**src/rtl/fifo_pkt_sequencer_pkg.sv**
```systemverilog
`default_nettype none
// ============================================================================
// Module      : fifo_pkt_sequencer_pkg
// Description : Shared types and constants for the packet FIFO sequencer:
//               FSM state encoding, SRAM word geometry and field offsets.
// Revision    : 1.0 - initial release
// ============================================================================
package fifo_pkt_sequencer_pkg;

    localparam int c_ADDR_WIDTH = 8;
    localparam int c_DATA_WIDTH = 64;
    localparam int c_CTRL_WIDTH = 8;
    localparam int c_WORD_WIDTH = c_CTRL_WIDTH + c_DATA_WIDTH;

    // Stored word is {ctrl, data}: data occupies the low bits.
    localparam int c_DATA_LSB = 0;
    localparam int c_CTRL_LSB = c_DATA_WIDTH;

    typedef enum logic [2:0] {
        S_IDLE = 3'd0,
        S_RD   = 3'd1,
        S_WAIT = 3'd2,
        S_WR   = 3'd3,
        S_DONE = 3'd4,
        S_HOLD = 3'd5
    } seq_state_t;

endpackage
`default_nettype wire

```
**src/rtl/fifo_port_mux.sv**
```systemverilog
`default_nettype none
// ============================================================================
// Module      : fifo_port_mux
// Description : Single SRAM port shared between the CPU register path and
//               the packet sequencer. The CPU has priority, but a CPU win in
//               RD is remembered so the next RD cycle goes to the sequencer.
// Revision    : 1.0 - initial release
// ============================================================================
module fifo_port_mux #(
    parameter int ADDR_WIDTH = 8,
    parameter int WORD_WIDTH = 72
) (
    input  logic                  clk,
    input  logic                  reset,
    input  logic                  seq_rd,       // FSM sits in RD
    input  logic                  seq_wr,       // FSM sits in WR
    input  logic                  cpu_ok,       // FSM state lets the CPU in freely
    input  logic [ADDR_WIDTH-1:0] seq_addr,
    input  logic [WORD_WIDTH-1:0] seq_wdata,
    input  logic                  cpu_req,
    input  logic                  cpu_wen,
    input  logic [ADDR_WIDTH-1:0] cpu_addr,
    input  logic [WORD_WIDTH-1:0] cpu_wdata,
    output logic                  cpu_gnt,
    output logic                  seq_rd_win,
    output logic [ADDR_WIDTH-1:0] sram_addr,
    output logic                  sram_wen,
    output logic [WORD_WIDTH-1:0] sram_wdata
);

    logic r_lost;
    logic w_cpu_wins_rd;

    // CPU may steal an RD cycle only if the previous RD cycle was not stolen.
    always_comb begin
        w_cpu_wins_rd = seq_rd & cpu_req & ~r_lost;
    end

    // Port ownership; everything is held at its idle value while in reset.
    always_comb begin
        cpu_gnt    = 1'b0;
        seq_rd_win = 1'b0;
        sram_addr  = '0;
        sram_wen   = 1'b0;
        sram_wdata = '0;
        if (!reset) begin
            cpu_gnt    = cpu_req & (cpu_ok | w_cpu_wins_rd);
            seq_rd_win = seq_rd & ~w_cpu_wins_rd;
            if (cpu_gnt) begin
                sram_addr  = cpu_addr;
                sram_wen   = cpu_wen;
                sram_wdata = cpu_wdata;
            end else if (seq_rd_win || seq_wr) begin
                sram_addr  = seq_addr;
                sram_wen   = seq_wr;
                sram_wdata = seq_wdata;
            end
        end
    end

    // Alternation flag: updated on every RD cycle with who won it.
    always_ff @(posedge clk) begin
        if (reset) begin
            r_lost <= 1'b0;
        end else if (seq_rd) begin
            r_lost <= w_cpu_wins_rd;
        end
    end

endmodule
`default_nettype wire

```
**src/rtl/fifo_pkt_sequencer.sv**
```systemverilog
`default_nettype none
// ============================================================================
// Module      : fifo_pkt_sequencer
// Description : Walks a stored packet from head to tail, XORs the data part
//               of every data word (ctrl == 0) with a mask, writes it back in
//               place and pulses done. Shares the SRAM port with the CPU.
// Revision    : 1.0 - initial release
// ============================================================================
module fifo_pkt_sequencer
    import fifo_pkt_sequencer_pkg::*;
#(
    parameter int ADDR_WIDTH = c_ADDR_WIDTH,
    parameter int DATA_WIDTH = c_DATA_WIDTH,
    parameter int CTRL_WIDTH = c_CTRL_WIDTH
) (
    input  logic                             clk,
    input  logic                             reset,
    input  logic                             en,
    input  logic                             pkt_rdy,
    input  logic [ADDR_WIDTH-1:0]            head_addr,
    input  logic [ADDR_WIDTH-1:0]            tail_addr,
    input  logic [DATA_WIDTH-1:0]            xor_mask,
    input  logic                             cpu_req,
    input  logic                             cpu_wen,
    input  logic [ADDR_WIDTH-1:0]            cpu_addr,
    input  logic [CTRL_WIDTH+DATA_WIDTH-1:0] cpu_wdata,
    output logic                             cpu_gnt,
    output logic                             cpu_rvalid,
    output logic [CTRL_WIDTH+DATA_WIDTH-1:0] cpu_rdata,
    output logic [ADDR_WIDTH-1:0]            sram_addr,
    output logic                             sram_wen,
    output logic [CTRL_WIDTH+DATA_WIDTH-1:0] sram_wdata,
    input  logic [CTRL_WIDTH+DATA_WIDTH-1:0] sram_rdata,
    output logic                             busy,
    output logic                             done,
    output logic [ADDR_WIDTH:0]              word_cnt
);

    localparam int c_WORD_W = CTRL_WIDTH + DATA_WIDTH;

    seq_state_t            r_state;
    seq_state_t            w_state_next;
    logic [ADDR_WIDTH-1:0] r_addr;
    logic [ADDR_WIDTH-1:0] r_tail;
    logic [c_WORD_W-1:0]   r_buf;
    logic [ADDR_WIDTH:0]   r_word_cnt;
    logic                  r_cpu_rvalid;
    logic [c_WORD_W-1:0]   w_wr_word;
    logic                  w_seq_rd_win;
    logic                  w_cpu_ok;
    logic                  w_start;

    always_comb begin
        w_start  = en & pkt_rdy;
        w_cpu_ok = (r_state == S_IDLE) | (r_state == S_DONE) | (r_state == S_HOLD);
    end

    // State register.
    always_ff @(posedge clk) begin
        if (reset) begin
            r_state <= S_IDLE;
        end else begin
            r_state <= w_state_next;
        end
    end

    // Next-state logic: RD waits for a won cycle, WR loops until the tail.
    always_comb begin
        w_state_next = r_state;
        case (r_state)
            S_IDLE:  if (w_start) w_state_next = S_RD;
            S_RD:    if (w_seq_rd_win) w_state_next = S_WAIT;
            S_WAIT:  w_state_next = S_WR;
            S_WR:    w_state_next = (r_addr == r_tail) ? S_DONE : S_RD;
            S_DONE:  w_state_next = S_HOLD;
            S_HOLD:  if (!pkt_rdy) w_state_next = S_IDLE;
            default: w_state_next = S_IDLE;
        endcase
    end

    // Packet datapath: latch bounds, capture read word, advance on write.
    always_ff @(posedge clk) begin
        if (reset) begin
            r_addr     <= '0;
            r_tail     <= '0;
            r_buf      <= '0;
            r_word_cnt <= '0;
        end else begin
            case (r_state)
                S_IDLE: begin
                    if (w_start) begin
                        r_addr     <= head_addr;
                        r_tail     <= tail_addr;
                        r_word_cnt <= '0;
                    end
                end
                S_WAIT: r_buf <= sram_rdata;
                S_WR: begin
                    r_word_cnt <= r_word_cnt + 1'b1;
                    if (r_addr != r_tail) begin
                        r_addr <= r_addr + 1'b1;
                    end
                end
                default: ;
            endcase
        end
    end

    // Write-back word: only data words (ctrl == 0) get the mask.
    always_comb begin
        w_wr_word = r_buf;
        if (r_buf[c_CTRL_LSB +: CTRL_WIDTH] == '0) begin
            w_wr_word[c_DATA_LSB +: DATA_WIDTH] = r_buf[c_DATA_LSB +: DATA_WIDTH] ^ xor_mask;
        end
    end

    // CPU read data arrives one cycle after a granted read.
    always_ff @(posedge clk) begin
        if (reset) begin
            r_cpu_rvalid <= 1'b0;
        end else begin
            r_cpu_rvalid <= cpu_gnt & ~cpu_wen;
        end
    end

    fifo_port_mux #(
        .ADDR_WIDTH (ADDR_WIDTH),
        .WORD_WIDTH (c_WORD_W)
    ) u_port_mux (
        .clk        (clk),
        .reset      (reset),
        .seq_rd     (r_state == S_RD),
        .seq_wr     (r_state == S_WR),
        .cpu_ok     (w_cpu_ok),
        .seq_addr   (r_addr),
        .seq_wdata  (w_wr_word),
        .cpu_req    (cpu_req),
        .cpu_wen    (cpu_wen),
        .cpu_addr   (cpu_addr),
        .cpu_wdata  (cpu_wdata),
        .cpu_gnt    (cpu_gnt),
        .seq_rd_win (w_seq_rd_win),
        .sram_addr  (sram_addr),
        .sram_wen   (sram_wen),
        .sram_wdata (sram_wdata)
    );

    assign cpu_rvalid = r_cpu_rvalid;
    assign cpu_rdata  = sram_rdata;
    assign busy       = (r_state == S_RD) | (r_state == S_WAIT) |
                        (r_state == S_WR) | (r_state == S_DONE);
    assign done       = (r_state == S_DONE);
    assign word_cnt   = r_word_cnt;

endmodule
`default_nettype wire

```
**config.mk**
```make
export PLATFORM = sky130hd
export DESIGN_NAME = fifo_pkt_sequencer
export DESIGN_NICKNAME = d
export VERILOG_FILES = /design/src/rtl/fifo_pkt_sequencer_pkg.sv /design/src/rtl/fifo_port_mux.sv /design/src/rtl/fifo_pkt_sequencer.sv
export SDC_FILE = /design/constraint.sdc
export NUM_CORES = 1
export LEC_CHECK = 0
export BUFFER_PORTS_ARGS = -buffer_cell sky130_fd_sc_hd__buf_4
export CAP_MARGIN = 40
export CORE_AREA = 2 2 156 158
export DETAILED_ROUTE_END_ITERATION = 10
export DIE_AREA = 0 0 158 160
export GPL_ROUTABILITY_DRIVEN = 1
export PLACE_DENSITY = 0.66
export SYNTH_ARGS = -nofsm -noshare
export SYNTH_HDL_FRONTEND = slang
export SYNTH_SLANG_ARGS = --single-unit
```
**constraint.sdc**
```tcl
create_clock -name clk -period 4.4 [get_ports clk]
set_input_delay 0.22 -clock clk [delete_from_list [all_inputs] [get_ports clk]]
set_output_delay 0.22 -clock clk [all_outputs]
set_load 0.05 [all_outputs]
```
==> impl_metrics.yaml, run 1 <==
pwr:
  powerDensity_mw_per_mm2: 332
  p_leak_nw: 4.35
  max-vdd-ir-drop_mv: 0.153
floorplan:
  die_y_um: 160
  start_util_pct: 26.9
  io_pins: 404
  die_w_um: 158
  die_area_mm2: 0.0253
  coreArea_mm2: 0.0238
  num_rows: 57
clock_tree:
  cts_tree: "yes"
  htree_num_levels: 3
  clock_latency_ps: 360
  cts_resized: 0
  cts.reportedPaths.clkPinSlew_ps: 80
  cts.sinks: 102
  numCtsBuffers: 9
  root_buffer: "clkbuf_16"
  postCtsHoldBufs: 1
  clk_path_buf_depth: 2
  postCtsSetupRepairBufs: 0
detailed_routing:
  drt-wirelength-per-cell_um: 15.5
  routed_wl_um: 23400
  routed_via_density: 4.52
  drtAntennaViolNets: 0
  first_iter_violations: 282
  drc_errors: 0
  vias: 6832
  first_pass_iters: 4
synthesis:
  synth.ff_latch_count: 102
  synth_top_flop_cell: "dfxtp_1"
  ys_types: 55
  synth_cells: 890
  syn_area_mm2: 0.00640
  syn_nets: 1130
  synth-edff-count: 0
  syn_avg_cell_area_um2: 7.19
  ys_seq_area_share_pct: 31.9
  yosysWarnings: 0
  ys_async_sr_fraction_pct: 0
min_path:
  hold_path_class: "primary input to register"
finish:
  multi_input_area_mm2: 0.00352
  ff_latch_area_mm2: 0.00204
  area_growth_pct: 47.3
  stdcell_area_mm2: 0.00942
  drive_above_1_share_pct: 39.3
  nets: 1422
  diodes: 0
  final_cell_mix: "buf_4, nand2_1, dfxtp_1"
  layout_commonest_cell: "buf_4"
  n_fill_cell: 2545
global_route:
  grt_pass1_wl_um: 34700
  track_usage_pct: 17.6
  grt_max_degree: 84
  antenna_found_initial: 0
  grt_overflow_total: 0
  grt_pass1_vias: 6361
run:
  drv_cap: 0
placement:
  dp_slack_ps: 1840
  portBuffers: 403
  dp_hpwl_um: 17900
  placed_cell_area_mm2: 0.00912
  routabilityCongestion: 0.855
timing:
  hold_viol: 0
  slew_violations: 0
  setup_ws_ps: 1470
  max_freq_mhz: 341
  finalClockSkew_ps: 12.4
  period_needed_ps: 2930
  fin_crit_sh_pct: 66.7
  fin_setup_tns_ps: 0
  setup_viol: 0
  rsz0062_at_grt: "false"
  slew_headroom_pct: 43.0
  tightest_slew_ps: 854
worst_setup_path:
  start_kind: "register"
  cp.arrival_ps: 2710
  slowest_delay_ps: 570
  crit_chain: "or4_4 > nor2_8 > buf_12 > nand2_1 > xor2_1 > o21ai_1 > buf_4"
  worstSetupEndpointType: "output port"
  cp_max_fo: 42
  required_ps: 4180
  critPathSlowestCell: "or4_4"
  worstSetupPathType: "register to output port"
status:
  status: "complete, no violations"
-- area by class of cell --
cell class / count / share of cell area, %
Sequential cell: 102 / 21.7
Clock buffer: 9 / 2.39
Multi-Input combinational cell: 655 / 37.4
Inverter: 1 / 0.0398
Tap cell: 324 / 4.30
Timing Repair Buffer: 413 / 33.5
Clock inverter: 7 / 0.677
-- synth_stat cells, types with 2 or more instances --
library cell	instances	area (µm²)
nand3_1	9	45.0
and3_1	3	18.8
o21ai_1	58	290
a221oi_1	3	26.3
mux2_2	3	33.8
nand2b_1	3	18.8
o21ai_0	8	40.0
and2_1	3	18.8
nand2_1	289	1080
buf_8	4	60.1
clkbuf_1	46	173
nand2_2	21	131
buf_12	2	40.0
nor2_1	22	82.6
nand3b_1	4	30.0
nor3_1	2	10.0
a22o_1	15	131
mux2i_1	4	40.0
nor4_4	2	42.5
o21ai_2	3	26.3
buf_2	7	35.0
a21oi_1	95	475
buf_4	72	541
xor2_1	72	631
a211oi_1	2	15.0
dfxtp_1	102	2040
or4_4	2	22.5
a311oi_1	6	52.6
ha_1	2	25.0
-- critical path: cells and delay by family, from the launching register on --
family / cells / cell delay [ps]
buffers and inverters: 2 / 520
AND/OR/NAND/NOR: 3 / 1130
XOR/XNOR: 1 / 140
flip-flops: 1 / 330
AO/OA/AOI/OAI: 1 / 190
-- path summary, 6_finish.rpt --
path / depth (start not counted) / startpoint / slack [ps] / to
setup / recovery: 7 / r_buf[67]$_SDFFE_PP0P_ / 1470 / sram_wdata[53]
hold reg to reg: 2 / r_buf[51]$_SDFFE_PP0P_ / 470 / r_buf[51]$_SDFFE_PP0P_
hold / removal: 3 / tail_addr[7] / 100 / r_tail[7]$_SDFFE_PP0P_
setup reg to reg: 5 / r_state[1]$_SDFFE_PP0P_ / 2010 / word_cnt[7]$_SDFFE_PP0P_
-- routing by layer --
metal | wire [µm] | vias to the layer above | GRT usage, %
met5 | 0 | - | 0
met4 | 313 | 0 | 5.16
met3 | 1510 | 20 | 3.26
met2 | 11900 | 223 | 31.2
met1 | 9670 | 3140 | 21.4
li1 | - | 3449 | -
-- report_power, final --
part,switching (W),internal (W)
clock,0.000405,0.000399
combinational,0.000829,0.000472
sequential,0.0000547,0.000973
-- flip-flops by register name (all words and copies together) (netlist names) --
| register | count |
|---|---|
| cpu_rvalid | 1 |
| r_state | 3 |
| word_cnt | 9 |
| r_addr | 8 |
| u_port_mux.r_lost | 1 |
| r_buf | 72 |
| r_tail | 8 |
-- through the flow --
| step | power (W) | util, % | hold slack [ps] | cells |
|---|---|---|---|---|
| 2_1_floorplan | 0.00198 | - | 292 | 890 |
| 4_1_cts | 0.00318 | 39.6 | 86.5 | 1511 |
| 5_1_grt | 0.00330 | 39.6 | 100 | 1511 |
| 3_3_place_gp | 0.00233 | 38.0 | 386 | 1490 |
| 3_5_place_dp | 0.00236 | 38.3 | 389 | 1494 |
| 6_report | 0.00313 | 39.6 | 102 | 1511 |
-- logic make-up after synthesis --
logic type	share of synthesized area (%)
buffers and inverters	13.4
AND/OR/NAND/NOR	25.1
adder cells (fa/ha/maj)	0.391
XOR/XNOR	9.99
AO/OA/AOI/OAI	18.1
flip-flops	31.9
multiplexers	1.15
Note: power is estimated with default switching activity, not from simulation.
==> inputs of run 2 (changes only) <==
--- a/config.mk
+++ b/config.mk
@@ -11,7 +11,7 @@
 export DETAILED_ROUTE_END_ITERATION = 10
 export DIE_AREA = 0 0 158 160
 export GPL_ROUTABILITY_DRIVEN = 1
-export PLACE_DENSITY = 0.66
+export PLACE_DENSITY = 0.68
 export SYNTH_ARGS = -nofsm -noshare
 export SYNTH_HDL_FRONTEND = slang
 export SYNTH_SLANG_ARGS = --single-unit
==> constraint.sdc (replaced) <==
create_clock -name clk -period 2.4 [get_ports clk]
set_input_delay 0.12 -clock clk [delete_from_list [all_inputs] [get_ports clk]]
set_output_delay 0.12 -clock clk [all_outputs]
set_load 0.05 [all_outputs]
==> run 2 against run 1 <==
  * The flow now finishes with violations (negative setup slack)
  * Register-to-register slack got worse by 1500 ps
  * Flip-flop and latch count unchanged
  * Via count up 1.8%
  * Combinational power up 110%
  * Design area increased by 5.4%
  * Global-route usage fell by 0.22 points
  * Non-clock buffer count is 20 higher
  * Clock skew up 1.5 ps
  * Count of clock-buffer cells in the layout unchanged
  * Critical path depth grew 1
  * Critical path type unchanged
==> impl_metrics.yaml, run 2 (synthesized netlist as in run 1, its figures left out) <==
status:
  status: "finished, violations left"
  violations: "negative setup slack"
floorplan:
  die_area_mm2: 0.0253
  io_pins: 404
  start_util_pct: 26.9
  num_rows: 57
  die_w_um: 158
  die_y_um: 160
  coreArea_mm2: 0.0238
finish:
  drive_above_1_share_pct: 40.5
  largest-register: "r_buf"
  final_cell_mix: "buf_4, nand2_1, dfxtp_1"
  diodes: 0
  nets: 1442
  stdcell_area_mm2: 0.00993
  instances_no_fill: 1531
  largest_reg_flops: 72
  layout_commonest_cell: "buf_4"
  area_growth_pct: 55.3
worst_setup_path:
  worstSetupEndpointType: "output port"
  cp_max_fo: 9
  required_ps: 2280
  r2r_setup_slack_ps: 480
  worst-path-buf-inv: 3
  critPathSlowestCell: "or4_4"
  cp.arrival_ps: 2300
  crit_chain: "or4_4 > nor2_8 > buf_4 > buf_12 > nand2_1 > xor2_1 > o21ai_2 > buf_6"
  r2r-start: "r_addr[3]$_SDFFE_PP0P_"
  critPathTopFamily: "simple AND/OR/NAND/NOR gates"
  r2r-end: "r_addr[7]$_SDFFE_PP0P_"
  start_kind: "register"
  slowest_delay_ps: 580
  worstSetupPathType: "register to output port"
  reg2reg_depth: 5
run:
  drv_cap: 0
timing:
  rsz0062_at_grt: "true"
  slew_headroom_pct: 51.6
  max_freq_mhz: 414
  slew_violations: 0
  fin_crit_sh_pct: 101
  setup_ws_ps: -17.5
  setup_viol: 1
  period_needed_ps: 2420
  fin_setup_tns_ps: -17.5
  tightest_slew_ps: 727
  hold_viol: 0
  finalClockSkew_ps: 13.9
pwr:
  max-vdd-ir-drop_mv: 0.291
  power.total_w: 0.00618
  powerDensity_mw_per_mm2: 622
  p_leak_nw: 4.56
placement:
  dp_hpwl_um: 18000
  placed_cell_area_mm2: 0.00925
  routabilityCongestion: 0.834
  dp.cells: 1506
  portBuffers: 403
clock_tree:
  htree_num_levels: 3
  cts.sinks: 102
  numCtsBuffers: 9
  root_buffer: "clkbuf_16"
  cts.reportedPaths.clkPinSlew_ps: 80
  clk_path_buf_depth: 2
  cts_tree: "yes"
  clock_latency_ps: 360
global_route:
  grt_overflow_total: 0
  antenna_found_initial: 0
  grt_pass1_wl_um: 34300
  track_usage_pct: 17.3
  grt_util_met2_pct: 31.9
  met3_usage_pct: 2.71
  use_met1_pct: 20.3
  grt_max_degree: 84
  grt_pass1_vias: 6592
  grt_busiest_layer: "met2"
min_path:
  hold_depth: 3
  min_to: "r_buf[22]$_SDFFE_PP0P_"
  min_from: "sram_rdata[22]"
  hold_path_class: "primary input to register"
detailed_routing:
  drt-wirelength-per-cell_um: 15.6
  first_pass_iters: 4
  drtAntennaViolNets: 0
  first_iter_violations: 329
  routed_via_density: 4.54
  vias: 6957
  routed_wl_um: 23900
  drc_errors: 0
## run 2: changes by cell type in the layout (fill, tap and decap cells not counted), sizes merged
cell         change
bufinv           +2
inv              -2
bufbuf           +1
clkbuf           +2
dlygate4sd3      +2
buf             +15
## run 2: layout make-up
cell class	instances	area, µm²
repair buffers	433	3620
multi-input cells	655	3530
clock buffers	9	225
flip-flops and latches	102	2050
clock inverters	7	104
inverters	1	3.75
well taps	324	405
fillers	2518	13900
## run 2: what timing repair did
action	CTS	global route
resized for setup	3	59
hold buffers	3	0
hold endpoints to repair	3	0
gates cloned	0	3
setup endpoints to repair	2	62
pin swaps	0	10
setup buffers	0	3
## run 2: worst max-delay path by stage
stage	end	depth (start not counted)	start	slack [ps]
6_report	sram_wdata[35]	8	r_buf[67]$_SDFFE_PP0P_	-20
5_1_grt	sram_wdata[36]	8	r_buf[67]$_SDFFE_PP0P_	-70
4_1_cts	sram_wdata[35]	7	r_buf[67]$_SDFFE_PP0P_	-30
3_5_place_dp	sram_wdata[35]	7	r_buf[67]$_SDFFE_PP0P_	290
3_3_place_gp	sram_wdata[35]	7	r_buf[67]$_SDFFE_PP0P_	300
2_1_floorplan	sram_wdata[55]	7	r_state[2]$_SDFFE_PP0P_	20
## run 2: worst min-delay path, cell delays in order
cell,delay (ps)
buf_4,110
nand2_1,50
a21oi_1,50
## run 2: per-stage QoR
| step | hold WS, ps | worst slack (ps) | utilization, % |
|---|---|---|---|
| detailed placement | 290 | 287 | 38.8 |
| floorplan | 192 | 20.5 | - |
| global placement | 286 | 298 | 38.7 |
| finish | 17.7 | -17.5 | 41.7 |
| CTS | 2.52 | -25.1 | 40.4 |
| global route | 11.7 | -74.7 | 41.7 |
## run 2: metal layers
metal  share of wire (%)  vias up
li1                    -     3476
met1                  40     3192
met2                  51      265
met3                 7.0       24
met4                 1.8        0
met5                   0        -
## run 2: power breakdown
group / internal (W) / total [W] / switching (W) / leakage [nW]
Sequential: 0.00179 / 0.00186 / 0.0000765 / 0.828
Clock: 0.000930 / 0.00164 / 0.000712 / 0.155
Combinational: 0.00106 / 0.00268 / 0.00162 / 3.58
